$ cat config.mk
export PLATFORM = sky130hd
export DESIGN_NAME = uart_frame_tx_flat
export DESIGN_NICKNAME = d
export VERILOG_FILES = /design/src/rtl/uart_frame_tx_if.sv /design/src/rtl/uart_frame_tx.sv /design/src/flat_wrapper.sv
export SDC_FILE = /design/constraint.sdc
export NUM_CORES = 1
export LEC_CHECK = 0
export ABC_CLOCK_PERIOD_IN_PS = 7600
export BUFFER_PORTS_ARGS = -buffer_cell sky130_fd_sc_hd__buf_2
export CAP_MARGIN = 20
export CORE_MARGIN = 2
export CORE_UTILIZATION = 45
export DETAILED_ROUTE_END_ITERATION = 16
export PLACE_DENSITY = 0.68
export RECOVER_POWER = 25
export REMOVE_ABC_BUFFERS = 1
export SYNTH_ARGS = -nofsm -noshare
export SYNTH_HDL_FRONTEND = slang
export SYNTH_SLANG_ARGS = --single-unit
$ cat constraint.sdc
create_clock -name clk -period 7.6 [get_ports clk]
set_clock_uncertainty 0.15 [all_clocks]
set_input_delay 0 -clock clk [delete_from_list [all_inputs] [get_ports clk]]
set_output_delay 0 -clock clk [all_outputs]
set_load 0.01 [all_outputs]
$ cat src/rtl/uart_frame_tx_if.sv
// Request/serial-line bundle for uart_frame_tx: the requester drives the frame words
// and send_data, the transmitter returns the line, its readiness and progress.
interface uart_frame_tx_if #(
    parameter int N_NUMS    = 6,
    parameter int NUM_WIDTH = 16
);
    localparam int BIDX_W = $clog2(N_NUMS * NUM_WIDTH / 8 + 1);

    // Handshake: a frame is accepted on a clk edge where tx_ready=1 and send_data=1;
    // send_data while tx_ready=0 is dropped, and tx_nums is only needed on that edge.
    logic                                 send_data;
    logic [N_NUMS-1:0][NUM_WIDTH-1:0]     tx_nums;
    logic                                 tx;
    logic                                 tx_ready;
    logic                                 frame_done;
    logic [BIDX_W-1:0]                    byte_index;

    modport master (
        output send_data, tx_nums,
        input  tx, tx_ready, frame_done, byte_index
    );

    modport slave (
        input  send_data, tx_nums,
        output tx, tx_ready, frame_done, byte_index
    );
endinterface

$ cat src/rtl/uart_frame_tx.sv
// Frame transmitter: snapshots N_NUMS words and sends them byte by byte as 8-bit
// UART characters with optional parity and one or two stop bits.
module uart_frame_tx #(
    parameter int N_NUMS          = 6,
    parameter int NUM_WIDTH       = 16,
    parameter int CLKS_PER_BIT    = 434,
    parameter int PARITY          = 0,
    parameter int STOP_BITS       = 1,
    parameter int MSB_FIRST_BYTES = 1
) (
    input  logic             clk,
    input  logic             reset,
    uart_frame_tx_if.slave   bus,
    output logic [2:0]       dbg_state_o
);
    localparam int BPW     = NUM_WIDTH / 8;
    localparam int NBYTES  = N_NUMS * BPW;
    localparam int BIDX_W  = $clog2(NBYTES + 1);
    localparam int TIMER_W = $clog2(CLKS_PER_BIT);
    localparam int FLAT_W  = N_NUMS * NUM_WIDTH;

    if (NUM_WIDTH % 8 != 0 || NUM_WIDTH < 8) begin : g_bad_width
        $error("uart_frame_tx: NUM_WIDTH must be a positive multiple of 8");
    end
    if (N_NUMS < 1 || CLKS_PER_BIT < 2) begin : g_bad_size
        $error("uart_frame_tx: N_NUMS must be >=1 and CLKS_PER_BIT >=2");
    end
    if (PARITY < 0 || PARITY > 2 || STOP_BITS < 1 || STOP_BITS > 2) begin : g_bad_fmt
        $error("uart_frame_tx: PARITY must be 0..2 and STOP_BITS 1 or 2");
    end

    typedef enum logic [2:0] {
        S_IDLE   = 3'd0,
        S_START  = 3'd1,
        S_DATA   = 3'd2,
        S_PARITY = 3'd3,
        S_STOP   = 3'd4
    } state_e;

    state_e               state_q, state_d;
    logic [TIMER_W-1:0]   timer_q, timer_d;
    logic [2:0]           bit_q, bit_d;
    logic                 stop2_q, stop2_d;
    logic [BIDX_W-1:0]    byte_q, byte_d;
    logic                 tx_q, tx_d;
    logic                 ready_q, ready_d;
    logic                 done_q, done_d;
    logic [FLAT_W-1:0]    shadow_q;

    logic                 accept;
    logic                 last_tick;
    logic [7:0]           cur_byte;
    logic                 parity_bit;

    // Byte idx of the frame: word idx/BPW, lane chosen by the byte-order parameter.
    function automatic logic [7:0] pick_byte(input logic [FLAT_W-1:0] flat, input int idx);
        int word;
        int lane;
        word = idx / BPW;
        lane = idx % BPW;
        if (MSB_FIRST_BYTES != 0) lane = BPW - 1 - lane;
        return flat[word*NUM_WIDTH + lane*8 +: 8];
    endfunction

    assign accept     = ready_q && bus.send_data;
    assign last_tick  = (timer_q == TIMER_W'(CLKS_PER_BIT - 1));
    assign cur_byte   = pick_byte(shadow_q, int'(byte_q));
    assign parity_bit = (^cur_byte) ^ (PARITY == 2);

    // Snapshot is deliberately left out of reset; it is always rewritten on accept.
    always_ff @(posedge clk) begin
        if (accept) shadow_q <= bus.tx_nums;
    end

    always_comb begin
        state_d = state_q;
        timer_d = timer_q;
        bit_d   = bit_q;
        stop2_d = stop2_q;
        byte_d  = byte_q;
        tx_d    = tx_q;
        ready_d = ready_q;
        done_d  = 1'b0;

        if (state_q != S_IDLE) timer_d = last_tick ? '0 : timer_q + 1'b1;

        case (state_q)
            S_IDLE: begin
                if (accept) begin
                    state_d = S_START;
                    tx_d    = 1'b0;
                    ready_d = 1'b0;
                    timer_d = '0;
                    byte_d  = '0;
                end
            end
            S_START: begin
                if (last_tick) begin
                    state_d = S_DATA;
                    bit_d   = 3'd0;
                    tx_d    = cur_byte[0];
                end
            end
            S_DATA: begin
                if (last_tick) begin
                    if (bit_q == 3'd7) begin
                        if (PARITY != 0) begin
                            state_d = S_PARITY;
                            tx_d    = parity_bit;
                        end else begin
                            state_d = S_STOP;
                            stop2_d = 1'b0;
                            tx_d    = 1'b1;
                        end
                    end else begin
                        bit_d = bit_q + 3'd1;
                        tx_d  = cur_byte[bit_q + 3'd1];
                    end
                end
            end
            S_PARITY: begin
                if (last_tick) begin
                    state_d = S_STOP;
                    stop2_d = 1'b0;
                    tx_d    = 1'b1;
                end
            end
            S_STOP: begin
                // Next start bit follows the stop bit directly; only frame end idles.
                if (last_tick) begin
                    if (STOP_BITS == 2 && !stop2_q) begin
                        stop2_d = 1'b1;
                    end else if (byte_q == BIDX_W'(NBYTES - 1)) begin
                        state_d = S_IDLE;
                        byte_d  = '0;
                        ready_d = 1'b1;
                        done_d  = 1'b1;
                    end else begin
                        state_d = S_START;
                        byte_d  = byte_q + 1'b1;
                        tx_d    = 1'b0;
                    end
                end
            end
            default: state_d = S_IDLE;
        endcase
    end

    always_ff @(posedge clk or negedge reset) begin
        if (!reset) begin
            state_q <= S_IDLE;
            timer_q <= '0;
            bit_q   <= 3'd0;
            stop2_q <= 1'b0;
            byte_q  <= '0;
            tx_q    <= 1'b1;
            ready_q <= 1'b1;
            done_q  <= 1'b0;
        end else begin
            state_q <= state_d;
            timer_q <= timer_d;
            bit_q   <= bit_d;
            stop2_q <= stop2_d;
            byte_q  <= byte_d;
            tx_q    <= tx_d;
            ready_q <= ready_d;
            done_q  <= done_d;
        end
    end

    assign bus.tx         = tx_q;
    assign bus.tx_ready   = ready_q;
    assign bus.frame_done = done_q;
    assign bus.byte_index = byte_q;
    assign dbg_state_o    = state_q;
endmodule

$ cat src/flat_wrapper.sv
// flat-port wrapper written by rule: the top's interface ports become plain ports
module uart_frame_tx_flat 
#(
    parameter int N_NUMS          = 6,
    parameter int NUM_WIDTH       = 16,
    parameter int CLKS_PER_BIT    = 434,
    parameter int PARITY          = 0,
    parameter int STOP_BITS       = 1,
    parameter int MSB_FIRST_BYTES = 1
)
  (clk, reset, dbg_state_o, bus_send_data, bus_tx_nums, bus_tx, bus_tx_ready, bus_frame_done, bus_byte_index);
  uart_frame_tx_if #(.N_NUMS(N_NUMS), .NUM_WIDTH(NUM_WIDTH)) bus_i ();
  input  logic clk;
  input  logic reset;
  output logic [2:0] dbg_state_o;
  input wire logic [$bits(bus_i.send_data)-1:0] bus_send_data;
  input wire logic [$bits(bus_i.tx_nums)-1:0] bus_tx_nums;
  output wire logic [$bits(bus_i.tx)-1:0] bus_tx;
  output wire logic [$bits(bus_i.tx_ready)-1:0] bus_tx_ready;
  output wire logic [$bits(bus_i.frame_done)-1:0] bus_frame_done;
  output wire logic [$bits(bus_i.byte_index)-1:0] bus_byte_index;
  assign bus_i.send_data = bus_send_data;
  assign bus_i.tx_nums = bus_tx_nums;
  assign bus_tx = bus_i.tx;
  assign bus_tx_ready = bus_i.tx_ready;
  assign bus_frame_done = bus_i.frame_done;
  assign bus_byte_index = bus_i.byte_index;
  uart_frame_tx #(.N_NUMS(N_NUMS), .NUM_WIDTH(NUM_WIDTH), .CLKS_PER_BIT(CLKS_PER_BIT), .PARITY(PARITY), .STOP_BITS(STOP_BITS), .MSB_FIRST_BYTES(MSB_FIRST_BYTES)) u_core (.clk(clk), .reset(reset), .bus(bus_i), .dbg_state_o(dbg_state_o));
endmodule
==> reports/qor.json, run 1 <==
{
  "outcome": "complete, no violations",
  "floorplan.core_area_um2": 10800,
  "slew_violations": 0,
  "maximum_number_of_pins_on_one_net_before_global_route_repair": 54,
  "placedInstanceArea_um2": 5630,
  "gp_congestion": 0.842,
  "postSynthAreaPerCell_um2": 16.1,
  "path_class": "register to register",
  "yosys.area_share.xor_xnor_pct": 0.878,
  "ir_worst_vdd_mv": 0.155,
  "synth_cell_type_count": 50,
  "min_period_ns": 2.78,
  "cpLargestDelayFamily": "simple AND/OR/NAND/NOR gates",
  "layout_commonest_cell": "buf_2",
  "report.final.setup_viol": 0,
  "clk_transition_reported_paths_ns": 0.06,
  "grt_first_pass_wirelength_um": 19100,
  "tritoncts.num_buffers": 17,
  "synth_async_sr_flop_share_pct": 18.6,
  "yosysSeqAreaShare_pct": 68.9,
  "cellLeakagePower_nw": 2.78,
  "count_of_tritonroute_iterations_in_the_first_routing_pass": 5,
  "fin_crit_sh_pct": 36.6,
  "post_synth_instance_area_um2": 4990,
  "ctsHtreeMaxLevel": 4,
  "areaGrowthSynthToFinish_pct": 45.0,
  "dp_hpwl_um": 6720,
  "cp-start-kind": "register",
  "synth-seq-cells": 118,
  "antenna_cells": 0,
  "worstHoldPathType": "primary input to register",
  "num-fill-cells": 739,
  "postRouteWirelength_um": 11900,
  "worst_hold_slack_ns": 0.0385,
  "pwr_density_cell_nw_per_um2": 216,
  "design.final.nets": 630,
  "numPortBuffers": 108,
  "arrival_ns": 3.07,
  "floorplan.rows": 38,
  "synth_fa_ha_area_share_pct": 1.25,
  "synth_edf_count": 96,
  "number_of_nets_with_antenna_violations_after_detailed_routing": 0,
  "cp-end-kind": "register",
  "grt_setup_unrepaired": "false",
  "synth_flop_cell": "edfxtp_1",
  "die_height_um": 109,
  "groute.usage.overall_pct": 22.1,
  "cts.root.buffer_cell": "clkbuf_8",
  "fin_setup_tns_ns": 0,
  "post_cts.resized_instances": 0,
  "clock_tree.buffer_depth": 2,
  "worst-slew-pin-transition_ns": 0.922,
  "critical_path.cell_chain": "and2_4, buf_4, and2_0, o21ai_0, nand2b_1, a21o_1",
  "grt.overflow.total": 0,
  "cpPeakStageDelay_ns": 0.64,
  "final_cell_area_um2": 7230,
  "max-cap-violations": 0,
  "dominant_combinational_cell_family_by_area_after_synthesis": "multiplexers",
  "share_of_the_synthesized_area_in_compound_gates_ao_oa_aoi_oai_pct": 7.60,
  "synth_top_cell_by_area": "edfxtp_1",
  "post_synth_inst_count": 309,
  "ff2ff_setup_slack_ns": 4.82,
  "boundaryPins": 109,
  "post_route_cells_drive_above_1_share_pct": 29.3,
  "final-seq-area_um2": 3440,
  "first_global_vias": 3834,
  "initial_antenna_violation_count": 0,
  "top_area_cells_in_the_synthesized_netlist": "edfxtp_1 (58%), dfrtp_1 (10%), mux4_2 (7.2%)",
  "worst-path-buf-inv": 1,
  "wl_per_cell_um": 17.5,
  "timing.fmax_mhz": 360,
  "worst_path_max_delay_cell": "buf_4",
  "final_cell_mix": "buf_2 (106), dlygate4sd3_1 (100), edfxtp_1 (96), nor2_1 (19), dfrtp_1 (19)",
  "starting_drt_drc_count": 268,
  "vias_per_cell": 5.22,
  "floorplan.initialDensity_pct": 46.0,
  "total_power_w": 0.00156,
  "detailroute.via_count": 3545,
  "synth_warnings": 0,
  "drc_errors": 0,
  "post_layout_nonfiller_instances": 679,
  "die_area_um2": 11900,
  "report.final.hold_viol_count": 0,
  "synth_top_area_share_pct": 57.8,
  "timing.critical_path.fanout_max": 53,
  "worst-endpoint-required_ns": 7.89,
  "die_extent_in_x_um": 109,
  "clock_latency_ns": 0.51,
  "clock_tree_from_tritoncts": "yes",
  "mux_contribution_to_synthesized_area_pct": 11.3,
  "simple_gate_fraction_of_synth_area_pct": 7.58,
  "numPlacedInstances": 546,
  "multi_input_area_um2": 1430,
  "slew-limit-headroom_pct": 38.5,
  "numClockSinks": 118
}
==> report_power, final <==
group	internal, W	switching [W]	total [W]	leakage, nW
Combinational	0.0000515	0.0000196	0.0000712	1.39
Sequential	0.000700	0	0.000700	1.10
Clock	0.000525	0.000262	0.000787	0.285
==> final timing paths <==
path / depth (start not counted) / startpoint / end
worst max-delay path: 6 / u_core.bus.tx_ready$_DFFE_PN1P_ / u_core.bus.tx_ready$_DFFE_PN1P_
worst min-delay path: 2 / bus_tx_nums[10] / u_core.shadow_q[10]$_DFFE_PP_
worst max register to register: 6 / u_core.bus.tx_ready$_DFFE_PN1P_ / u_core.bus.tx_ready$_DFFE_PN1P_
worst min register to register: 1 / u_core.bus.tx_ready$_DFFE_PN1P_ / u_core.bus.tx_ready$_DFFE_PN1P_
max in group asynchronous: 5 / reset / u_core.bus.byte_index[0]$_DFFE_PN0P_
min in group asynchronous: 3 / reset / u_core.bus.tx$_DFFE_PN1P_
==> worst reg2reg max path: cells and delay by family (launching register included) <==
family          cells  cell delay, ns
simple gates        3            0.98
buf+inv             1            0.67
flops               1            0.54
compound gates      2            0.38
==> layer usage <==
| metal | global-route usage [%] | share of wire [%] | vias to the layer above |
|---|---|---|---|
| li1 | - | - | 1662 |
| met1 | 26.5 | 39 | 1709 |
| met2 | 37.4 | 53 | 148 |
| met3 | 5.86 | 5.6 | 26 |
| met4 | 9.95 | 2.6 | 0 |
| met5 | 0 | 0 | - |
==> cell families after synthesis <==
family	Yosys count
fa+ha+maj	5
buf+inv	22
simple gates	74
xor+xnor	5
mux	28
compound gates	57
flops	118
==> cell usage after synthesis, types with 2 or more instances <==
cell,count
mux4_1,5
o21ai_0,17
nand2b_1,3
dfstp_2,2
buf_6,2
nand3_1,7
xor2_1,4
inv_1,9
o22ai_1,3
nor2b_1,8
ha_1,5
edfxtp_1,96
nor4_1,2
nor3_1,3
nand2_1,18
o211ai_1,2
buf_2,4
nand3b_1,2
dfrtp_1,20
nand4_1,3
mux2_2,2
nor2_1,19
o2bb2ai_1,4
a21oi_1,8
clkbuf_1,5
a22oi_1,7
mux2i_1,5
and3_1,2
a21boi_0,3
mux4_2,16
a311oi_1,2
o31ai_1,3
==> area by class of cell <==
cell class / count / area share (%)
flip-flops and latches: 118 / 47.5
repair buffers: 211 / 21.7
multi-input cells: 169 / 19.8
clock buffers: 20 / 5.88
well taps: 140 / 2.42
clock inverters: 12 / 2.20
inverters: 9 / 0.467
==> sequential cells by signal (all words and copies together), names as in the netlist <==
name                   count
u_core.bit_q               3
u_core.bus.byte_index      4
u_core.bus.frame_done      1
u_core.bus.tx              1
u_core.bus.tx_ready        1
u_core.dbg_state_o         3
u_core.shadow_q           96
u_core.timer_q             9
==> stage by stage <==
step | util [%] | worst slack (ns)
after CTS | 66.6 | 4.79
after global routing | 66.7 | 4.59
after detailed placement | 52.0 | 4.81
after global placement | 52.0 | 4.88
final | 66.7 | 4.82
after floorplan | - | 3.64
==> timing repair <==
action,in CTS,in global routing
buffers inserted,0,0
endpoints found under the hold margin,164,0
hold buffers,100,0
setup endpoints to repair,0,0
Note: power is estimated with default switching activity, not from simulation.
==> run 2: changes to the inputs <==
--- a/config.mk
+++ b/config.mk
@@ -5,7 +5,7 @@
 export SDC_FILE = /design/constraint.sdc
 export NUM_CORES = 1
 export LEC_CHECK = 0
-export ABC_CLOCK_PERIOD_IN_PS = 7600
+export ABC_CLOCK_PERIOD_IN_PS = 2900
 export BUFFER_PORTS_ARGS = -buffer_cell sky130_fd_sc_hd__buf_2
 export CAP_MARGIN = 20
 export CORE_MARGIN = 2
==> constraint.sdc (replaced) <==
create_clock -name clk -period 2.9 [get_ports clk]
set_clock_uncertainty 0.15 [all_clocks]
set_input_delay 0 -clock clk [delete_from_list [all_inputs] [get_ports clk]]
set_output_delay 0 -clock clk [all_outputs]
set_load 0.01 [all_outputs]
==> reports/qor.json, run 2 (same netlist as run 1, synthesis figures left out) <==
{
  "outcome": "complete, no violations",
  "grt_setup_unrepaired": "false",
  "setup.worst_path.end": "u_core.bus.tx$_DFFE_PN1P_",
  "busiest_layer_in_global_routing": "met2",
  "critPathLaunch": "u_core.bus.byte_index[0]$_DFFE_PN0P_",
  "worst-endpoint-required": {"value": 3.19, "unit": "ns", "change": "-4.70 ns"},
  "postRouteWirelength": {"value": 12600, "unit": "um", "change": "+6.3%"},
  "boundaryPins": {"value": 109, "change": "unchanged"},
  "grt_util_met2": {"value": 41.0, "unit": "%", "change": "+3.7 points"},
  "path_class": "register to register",
  "globalRouteMet1Util": {"value": 27.4, "unit": "%", "change": "+0.92 points"},
  "gp_congestion": {"value": 0.813, "change": "-3.5%"},
  "ir_worst_vdd": {"value": 0.429, "unit": "mV", "change": "+180%"},
  "number_of_flip_flops_in_the_largest_register": {"value": 96, "change": "unchanged"},
  "wl_per_cell": {"value": 18.5, "unit": "um", "change": "+5.6%"},
  "maximum_number_of_pins_on_one_net_before_global_route_repair": {"value": 54, "change": "unchanged"},
  "timing.fmax": {"value": 426, "unit": "MHz", "change": "+18%"},
  "clock_latency": {"value": 0.52, "unit": "ns", "change": "about the same"},
  "min_period": {"value": 2.35, "unit": "ns", "change": "-0.434 ns"},
  "starting_drt_drc_count": {"value": 291, "change": "+8.6%"},
  "count_of_tritonroute_iterations_in_the_first_routing_pass": {"value": 6, "change": "+1"},
  "die_extent_in_x": {"value": 109, "unit": "um", "change": "unchanged"},
  "tritoncts.num_buffers": {"value": 17, "change": "unchanged"},
  "cp-end-kind": "register",
  "drc_errors": {"value": 0, "change": "unchanged"},
  "slew-limit-headroom": {"value": 55.7, "unit": "%", "change": "+17 points"},
  "clock_tree.buffer_depth": {"value": 2, "change": "unchanged"},
  "grt_first_pass_wirelength": {"value": 19900, "unit": "um", "change": "+4.2%"},
  "number_of_nets_with_antenna_violations_after_detailed_routing": {"value": 0, "change": "unchanged"},
  "die_height": {"value": 109, "unit": "um", "change": "unchanged"},
  "floorplan.core_area": {"value": 10800, "unit": "um2", "change": "unchanged"},
  "post_cts.resized_instances": {"value": 0, "change": "unchanged"},
  "worst-slew-pin-transition": {"value": 0.658, "unit": "ns", "change": "-0.265 ns"},
  "max-cap-violations": {"value": 0, "change": "unchanged"},
  "cts.root.buffer_cell": "clkbuf_8",
  "fin_crit_sh": {"value": 81.0, "unit": "%", "change": "+44 points"},
  "first_global_vias": {"value": 3815, "change": "-0.50%"},
  "timing.reg2reg.worst_path_depth": {"value": 6, "change": "unchanged"},
  "worstHoldPathType": "primary input to register",
  "dp_hpwl": {"value": 7180, "unit": "um", "change": "+6.8%"},
  "grt.overflow.total": {"value": 0, "change": "unchanged"},
  "die_area": {"value": 11900, "unit": "um2", "change": "unchanged"},
  "numPortBuffers": {"value": 108, "change": "unchanged"},
  "layout_commonest_cell": "buf_2",
  "initial_antenna_violation_count": {"value": 0, "change": "unchanged"},
  "critical_path.reg2reg.startpoint": "u_core.bus.byte_index[0]$_DFFE_PN0P_",
  "register_containing_the_most_flip_flops_in_the_final_layout": "u_core.shadow_q",
  "timing.critical_path.fanout_max": {"value": 12, "change": "-77%"},
  "post_cts_setup_buffer_count": {"value": 0, "change": "unchanged"},
  "numClockSinks": {"value": 118, "change": "unchanged"},
  "post_route_cells_drive_above_1_share": {"value": 29.5, "unit": "%", "change": "+0.15 points"},
  "design.final.nets": {"value": 635, "change": "+0.79%"},
  "antenna_cells": {"value": 0, "change": "unchanged"},
  "critical_path.reg2reg.endpoint": "u_core.bus.tx$_DFFE_PN1P_",
  "cellLeakagePower": {"value": 2.80, "unit": "nW", "change": "+0.88%"},
  "arrival": {"value": 2.64, "unit": "ns", "change": "-0.43 ns"},
  "total_power": {"value": 0.00410, "unit": "W", "change": "+160%"},
  "cp-start-kind": "register",
  "clk_transition_reported_paths": {"value": 0.06, "unit": "ns", "change": "about the same"},
  "detailroute.via_count": {"value": 3583, "change": "+1.1%"},
  "floorplan.rows": {"value": 38, "change": "unchanged"},
  "placedInstanceArea": {"value": 5670, "unit": "um2", "change": "+0.67%"},
  "report.final.setup_viol": {"value": 0, "change": "unchanged"},
  "met3_usage": {"value": 5.44, "unit": "%", "change": "-0.42 points"},
  "final_cell_area": {"value": 7270, "unit": "um2", "change": "+0.61%"},
  "slew_violations": {"value": 0, "change": "unchanged"},
  "ff2ff_setup_slack": {"value": 0.55, "unit": "ns", "change": "-4.27 ns"},
  "groute.usage.overall": {"value": 23.2, "unit": "%", "change": "+1.1 points"},
  "final_cell_mix": "buf_2 (102), dlygate4sd3_1 (100), edfxtp_1 (96), nor2_1 (19), dfrtp_1 (19)",
  "pwr_density_cell": {"value": 564, "unit": "nW/um2", "change": "+160%"},
  "clock_tree_from_tritoncts": "yes",
  "ctsHtreeMaxLevel": {"value": 4, "change": "unchanged"},
  "report.final.hold_viol_count": {"value": 0, "change": "unchanged"},
  "areaGrowthSynthToFinish_pct": 45.9,
  "vias_per_cell": {"value": 5.25, "change": "+0.48%"},
  "floorplan.initialDensity": {"value": 46.0, "unit": "%", "change": "unchanged"}
}
[run 2: cell count changes in the layout (fill, tap and decap cells not counted), sizes merged]
cell and change:
clkbuf +3, buf +1, clkinvlp -1, inv +1
[run 2: metrics by stage]
stage               instances  setup slack [ns]  TNS, ns  hold slack (ns)  util, %
global route              683             0.370        0           0.0345     67.1
CTS                       682             0.534        0           0.0139     66.9
floorplan                 296             -1.06   -69.51           -0.446        -
finish                    683             0.552        0           0.0380     67.1
detailed placement        551             0.542        0           -0.147     52.3
global placement          551             0.570        0           -0.156     52.3
[run 2: worst min-delay path by stage]
stage | depth (start not counted) | end | start | slack, ns
6_report | 2 | u_core.shadow_q[70]$_DFFE_PP_ | bus_tx_nums[70] | 0.04
5_1_grt | 2 | u_core.shadow_q[70]$_DFFE_PP_ | bus_tx_nums[70] | 0.03
4_1_cts | 2 | u_core.shadow_q[94]$_DFFE_PP_ | bus_tx_nums[94] | 0.01
3_5_place_dp | 1 | u_core.timer_q[7]$_DFF_PN0_ | reset | -0.15
3_3_place_gp | 1 | u_core.timer_q[7]$_DFF_PN0_ | reset | -0.16
2_1_floorplan | 0 | u_core.bit_q[0]$_DFFE_PN0P_ | reset | -0.45
[run 2: critical path, stage by stage (launching register included)]
cell and delay (ns):
dfrtp_2 0.58, buf_4 0.25, mux4_1 0.59, nand3b_1 0.10, o211ai_1 0.14, a221oi_1 0.32
o211ai_1 0.13
[run 2: where the power goes]
group          total (W)  internal (W)  switching, W
Sequential       0.00183       0.00183             0
Clock            0.00208       0.00137      0.000709
Combinational   0.000188      0.000136     0.0000513
[run 2: repair_timing]
action                     CTS  global route
setup endpoints to repair    0             0
hold endpoints to repair   122             0
hold buffers               100             0
[run 2: area by class of cell]
type | count | area [um2]
Inverter | 9 | 33.8
Clock buffer | 19 | 422
Timing Repair Buffer | 216 | 1620
Fill cell | 735 | 3570
Tap cell | 140 | 175
Clock inverter | 12 | 159
Multi-Input combinational cell | 169 | 1430
Sequential cell | 118 | 3440
[run 2: metal layers]
metal	routed length (um)	part of all wire [%]
met4	193	1.5
met2	6970	55
met3	568	4.5
met1	4880	39
met5	0	0
==> run 3: changes to the inputs <==
--- a/config.mk
+++ b/config.mk
@@ -5,7 +5,8 @@
 export SDC_FILE = /design/constraint.sdc
 export NUM_CORES = 1
 export LEC_CHECK = 0
-export ABC_CLOCK_PERIOD_IN_PS = 2900
+export ABC_AREA = 1
+export ABC_CLOCK_PERIOD_IN_PS = 2200
 export BUFFER_PORTS_ARGS = -buffer_cell sky130_fd_sc_hd__buf_2
 export CAP_MARGIN = 20
 export CORE_MARGIN = 2
==> constraint.sdc (replaced) <==
create_clock -name clk -period 2.2 [get_ports clk]
set_clock_uncertainty 0.15 [all_clocks]
set_input_delay 0 -clock clk [delete_from_list [all_inputs] [get_ports clk]]
set_output_delay 0 -clock clk [all_outputs]
set_load 0.01 [all_outputs]
==> reports/qor.json, run 3 <==
{
  "post_route_cells_drive_above_1_share": {"value": 23.0, "unit": "%", "change": "-6.5 points"},
  "groute.usage.overall": {"value": 22.6, "unit": "%", "change": "-0.61 points"},
  "post_cts.resized_instances": {"value": 0, "change": "unchanged"},
  "first_global_vias": {"value": 4671, "change": "+22%"},
  "starting_drt_drc_count": {"value": 261, "change": "-10%"},
  "pwr_density_cell": {"value": 745, "unit": "nW/um2", "change": "+32%"},
  "max-cap-violations": {"value": 0, "change": "unchanged"},
  "gp_congestion": {"value": 0.902, "change": "+11%"},
  "die_height": {"value": 112, "unit": "um", "change": "+2.3%"},
  "numPortBuffers": {"value": 108, "change": "unchanged"},
  "floorplan.initialDensity": {"value": 46.0, "unit": "%", "change": "about the same"},
  "floorplan.core_area": {"value": 11400, "unit": "um2", "change": "+4.9%"},
  "report.final.setup_viol": {"value": 0, "change": "unchanged"},
  "commonest_cells_in_the_netlist": "nand2_1 (137), edfxtp_1 (96), nand3_1 (66), inv_1 (45), nor2_1 (36)",
  "slew-limit-headroom": {"value": 33.6, "unit": "%", "change": "-22 points"},
  "maximum_number_of_pins_on_one_net_before_global_route_repair": {"value": 97, "change": "+80%"},
  "drc_errors": {"value": 0, "change": "unchanged"},
  "cp-start-kind": "register",
  "report.final.hold_viol_count": {"value": 0, "change": "unchanged"},
  "synth_flop_cell": "edfxtp_1",
  "boundaryPins": {"value": 109, "change": "unchanged"},
  "die_area": {"value": 12500, "unit": "um2", "change": "+4.7%"},
  "tritoncts.num_buffers": {"value": 17, "change": "unchanged"},
  "dp_hpwl": {"value": 7960, "unit": "um", "change": "+11%"},
  "synth_edf_count": {"value": 96, "change": "unchanged"},
  "count_of_tritonroute_iterations_in_the_first_routing_pass": {"value": 6, "change": "unchanged"},
  "grt_first_pass_wirelength": {"value": 21800, "unit": "um", "change": "+9.8%"},
  "synth_top_cell_by_area": "edfxtp_1",
  "floorplan.rows": {"value": 39, "change": "+2.6%"},
  "register_containing_the_most_flip_flops_in_the_final_layout": "u_core.shadow_q",
  "timing.fmax": {"value": 510, "unit": "MHz", "change": "+20%"},
  "postSynthAreaPerCell": {"value": 10.5, "unit": "um2", "change": "-35%"},
  "post_synth_instance_area": {"value": 5230, "unit": "um2", "change": "+4.9%"},
  "grt_setup_unrepaired": "false",
  "top_area_cells_in_the_synthesized_netlist": "edfxtp_1 (55%), nand2_1 (9.8%), dfrtp_1 (9.6%)",
  "power.share.combinational": {"value": 4.3, "unit": "%", "change": "-0.3 points"},
  "yosysSeqAreaShare": {"value": 65.7, "unit": "%", "change": "-3.2 points"},
  "clk_transition_reported_paths": {"value": 0.06, "unit": "ns", "change": "about the same"},
  "synth_top_area_share": {"value": 55.1, "unit": "%", "change": "-2.7 points"},
  "clock_latency": {"value": 0.41, "unit": "ns", "change": "-0.11 ns"},
  "worst_hold_slack": {"value": 0.142, "unit": "ns", "change": "+0.104 ns"},
  "ir_worst_vdd": {"value": 0.729, "unit": "mV", "change": "+70%"},
  "synth_async_sr_flop_share": {"value": 18.6, "unit": "%", "change": "unchanged"},
  "min_period": {"value": 1.96, "unit": "ns", "change": "-0.389 ns"},
  "design.final.nets": {"value": 821, "change": "+29%"},
  "layout_commonest_cell": "nand2_1",
  "post_synth_inst_count": {"value": 496, "change": "+61%"},
  "timing.critical_path.fanout_max": {"value": 5, "change": "-7"},
  "synth_cell_type_count": {"value": 34, "change": "-32%"},
  "cp-end-kind": "register",
  "power.net_switching": {"value": 0.00104, "unit": "W", "change": "+37%"},
  "initial_antenna_violation_count": {"value": 0, "change": "unchanged"},
  "worst-slew-pin-transition": {"value": 0.993, "unit": "ns", "change": "+0.336 ns"},
  "synth-seq-cells": {"value": 118, "change": "unchanged"},
  "detailroute.via_count": {"value": 4360, "change": "+22%"},
  "ctsHtreeMaxLevel": {"value": 4, "change": "unchanged"},
  "wl_per_cell": {"value": 15.1, "unit": "um", "change": "-18%"},
  "slew_violations": {"value": 0, "change": "unchanged"},
  "number_of_nets_with_antenna_violations_after_detailed_routing": {"value": 0, "change": "unchanged"},
  "die_extent_in_x": {"value": 112, "unit": "um", "change": "+2.3%"},
  "final_cell_mix": "nand2_1 (137), buf_2 (105), dlygate4sd3_1 (100), edfxtp_1 (96), nand3_1 (66)",
  "grt.overflow.total": {"value": 0, "change": "unchanged"},
  "power_frac_seq": {"value": 42.9, "unit": "%", "change": "-1.8 points"},
  "number_of_flip_flops_in_the_largest_register": {"value": 96, "change": "unchanged"},
  "worst-endpoint-required": {"value": 2.33, "unit": "ns", "change": "-0.86 ns"},
  "postRouteWirelength": {"value": 13200, "unit": "um", "change": "+4.6%"},
  "num-fill-cells": {"value": 842, "change": "+15%"},
  "antenna_cells": {"value": 0, "change": "unchanged"},
  "vias_per_cell": {"value": 4.99, "change": "-4.8%"},
  "clock_tree_from_tritoncts": "yes",
  "yosys.cell_count.top_type": "nand2_1",
  "arrival": {"value": 2.09, "unit": "ns", "change": "-0.55 ns"},
  "placedInstanceArea": {"value": 5920, "unit": "um2", "change": "+4.4%"},
  "internal_power": {"value": 0.00460, "unit": "W", "change": "+37%"},
  "cellLeakagePower": {"value": 3.22, "unit": "nW", "change": "+15%"},
  "clock_tree.buffer_depth": {"value": 2, "change": "unchanged"},
  "ff2ff_setup_slack": {"value": 0.24, "unit": "ns", "change": "-0.31 ns"},
  "clkPwrFrac": {"value": 52.8, "unit": "%", "change": "+2.1 points"},
  "final_cell_area": {"value": 7560, "unit": "um2", "change": "+4.0%"},
  "cts.root.buffer_cell": "clkbuf_16",
  "areaGrowthSynthToFinish_pct": 44.5,
  "worstHoldPathType": "primary input to register",
  "numClockSinks": {"value": 118, "change": "unchanged"},
  "switching_part_of_the_total": {"value": 18.4, "unit": "%", "change": "-0.10 points"},
  "path_class": "register to register",
  "outcome": "complete, no violations",
  "synth_warnings": {"value": 0, "change": "unchanged"},
  "fin_setup_tns": {"value": 0, "unit": "ns", "change": "unchanged"},
  "fin_crit_sh": {"value": 89.1, "unit": "%", "change": "+8.1 points"}
}
==> run 3: changes by cell type after synthesis, moves of 6 or more <==
cell / delta
nand2_1: +119
nand3_1: +59
inv_1: +36
nor2_1: +17
mux4_2: -16
nor2b_1: -8
a22oi_1: -7
inv_2: +6
o21ai_0: +6
==> run 3: final timing paths <==
check / startpoint / to / cells past startpoint
worst max-delay path: u_core.timer_q[1]$_DFF_PN0_ / u_core.bus.byte_index[3]$_DFFE_PN0P_ / 11
worst min-delay path: bus_tx_nums[25] / u_core.shadow_q[25]$_DFFE_PP_ / 2
worst max register to register: u_core.timer_q[1]$_DFF_PN0_ / u_core.bus.byte_index[3]$_DFFE_PN0P_ / 11
worst min register to register: u_core.bus.tx$_DFFE_PN1P_ / u_core.bus.tx$_DFFE_PN1P_ / 2
max in group asynchronous: reset / u_core.bus.byte_index[0]$_DFFE_PN0P_ / 3
min in group asynchronous: reset / u_core.bus.tx$_DFFE_PN1P_ / 3
==> run 3: power by group through the flow <==
stage               sequential [W]  clock [W]  combinational [W]
CTS                        0.00242    0.00300           0.000233
finish                     0.00242    0.00298           0.000241
global placement           0.00246          0          0.0000935
detailed placement         0.00246          0          0.0000965
global route               0.00242    0.00310           0.000258
floorplan                  0.00246          0       0.0000000211
==> run 3: cells by family after synthesis <==
logic type               Yosys count  synth area share [%]
AO/OA/AOI/OAI                     41                  4.33
XOR/XNOR                           3                 0.502
adder cells (fa/ha/maj)            5                  1.20
buffers and inverters             72                  6.70
flip-flops                       118                  65.7
AND/OR/NAND/NOR                  257                  21.6
==> run 3: cell type report <==
cell class / count / area [um2] / share of cell area [%]
Timing Repair Buffer: 220 / 1650 / 21.9
Tap cell: 143 / 179 / 2.37
Sequential cell: 118 / 3440 / 45.5
Inverter: 54 / 209 / 2.76
Clock buffer: 19 / 433 / 5.73
Clock inverter: 13 / 205 / 2.71
Multi-Input combinational cell: 306 / 1450 / 19.1
==> run 3: repair_timing <==
item	4_1_cts	5_1_grt
endpoints found under the setup margin	0	1
hold buffers	100	0
setup buffers	0	1
hold endpoints to repair	123	0
==> run 3: routing by layer <==
metal / GRT usage, % / share of wire (%) / wire (um)
met1: 26.2 / 41 / 5360
met2: 39.4 / 52 / 6890
met3: 6.37 / 5.4 / 706
met4: 9.30 / 1.7 / 230
met5: 0 / 0 / 0
==> run 3: stage by stage <==
stage	total power [W]	util (%)	instances	setup WS [ns]
floorplan	0.00246	-	478	-1.32
global route	0.00577	66.5	873	0.0253
CTS	0.00565	66.5	872	0.215
finish	0.00563	66.5	873	0.241
global placement	0.00256	52.1	740	0.306
detailed placement	0.00256	52.1	740	0.212
==> run 3: critical path: stages, from the launching register on <==
cell     delay (ns)
dfrtp_1        0.38
inv_1          0.09
ha_1           0.14
nand4_1        0.14
nor3_4         0.24
inv_2          0.10
a21oi_4        0.19
nand2_4        0.08
nor2_1         0.10
inv_1          0.09
o21ai_1        0.08
a21oi_1        0.05
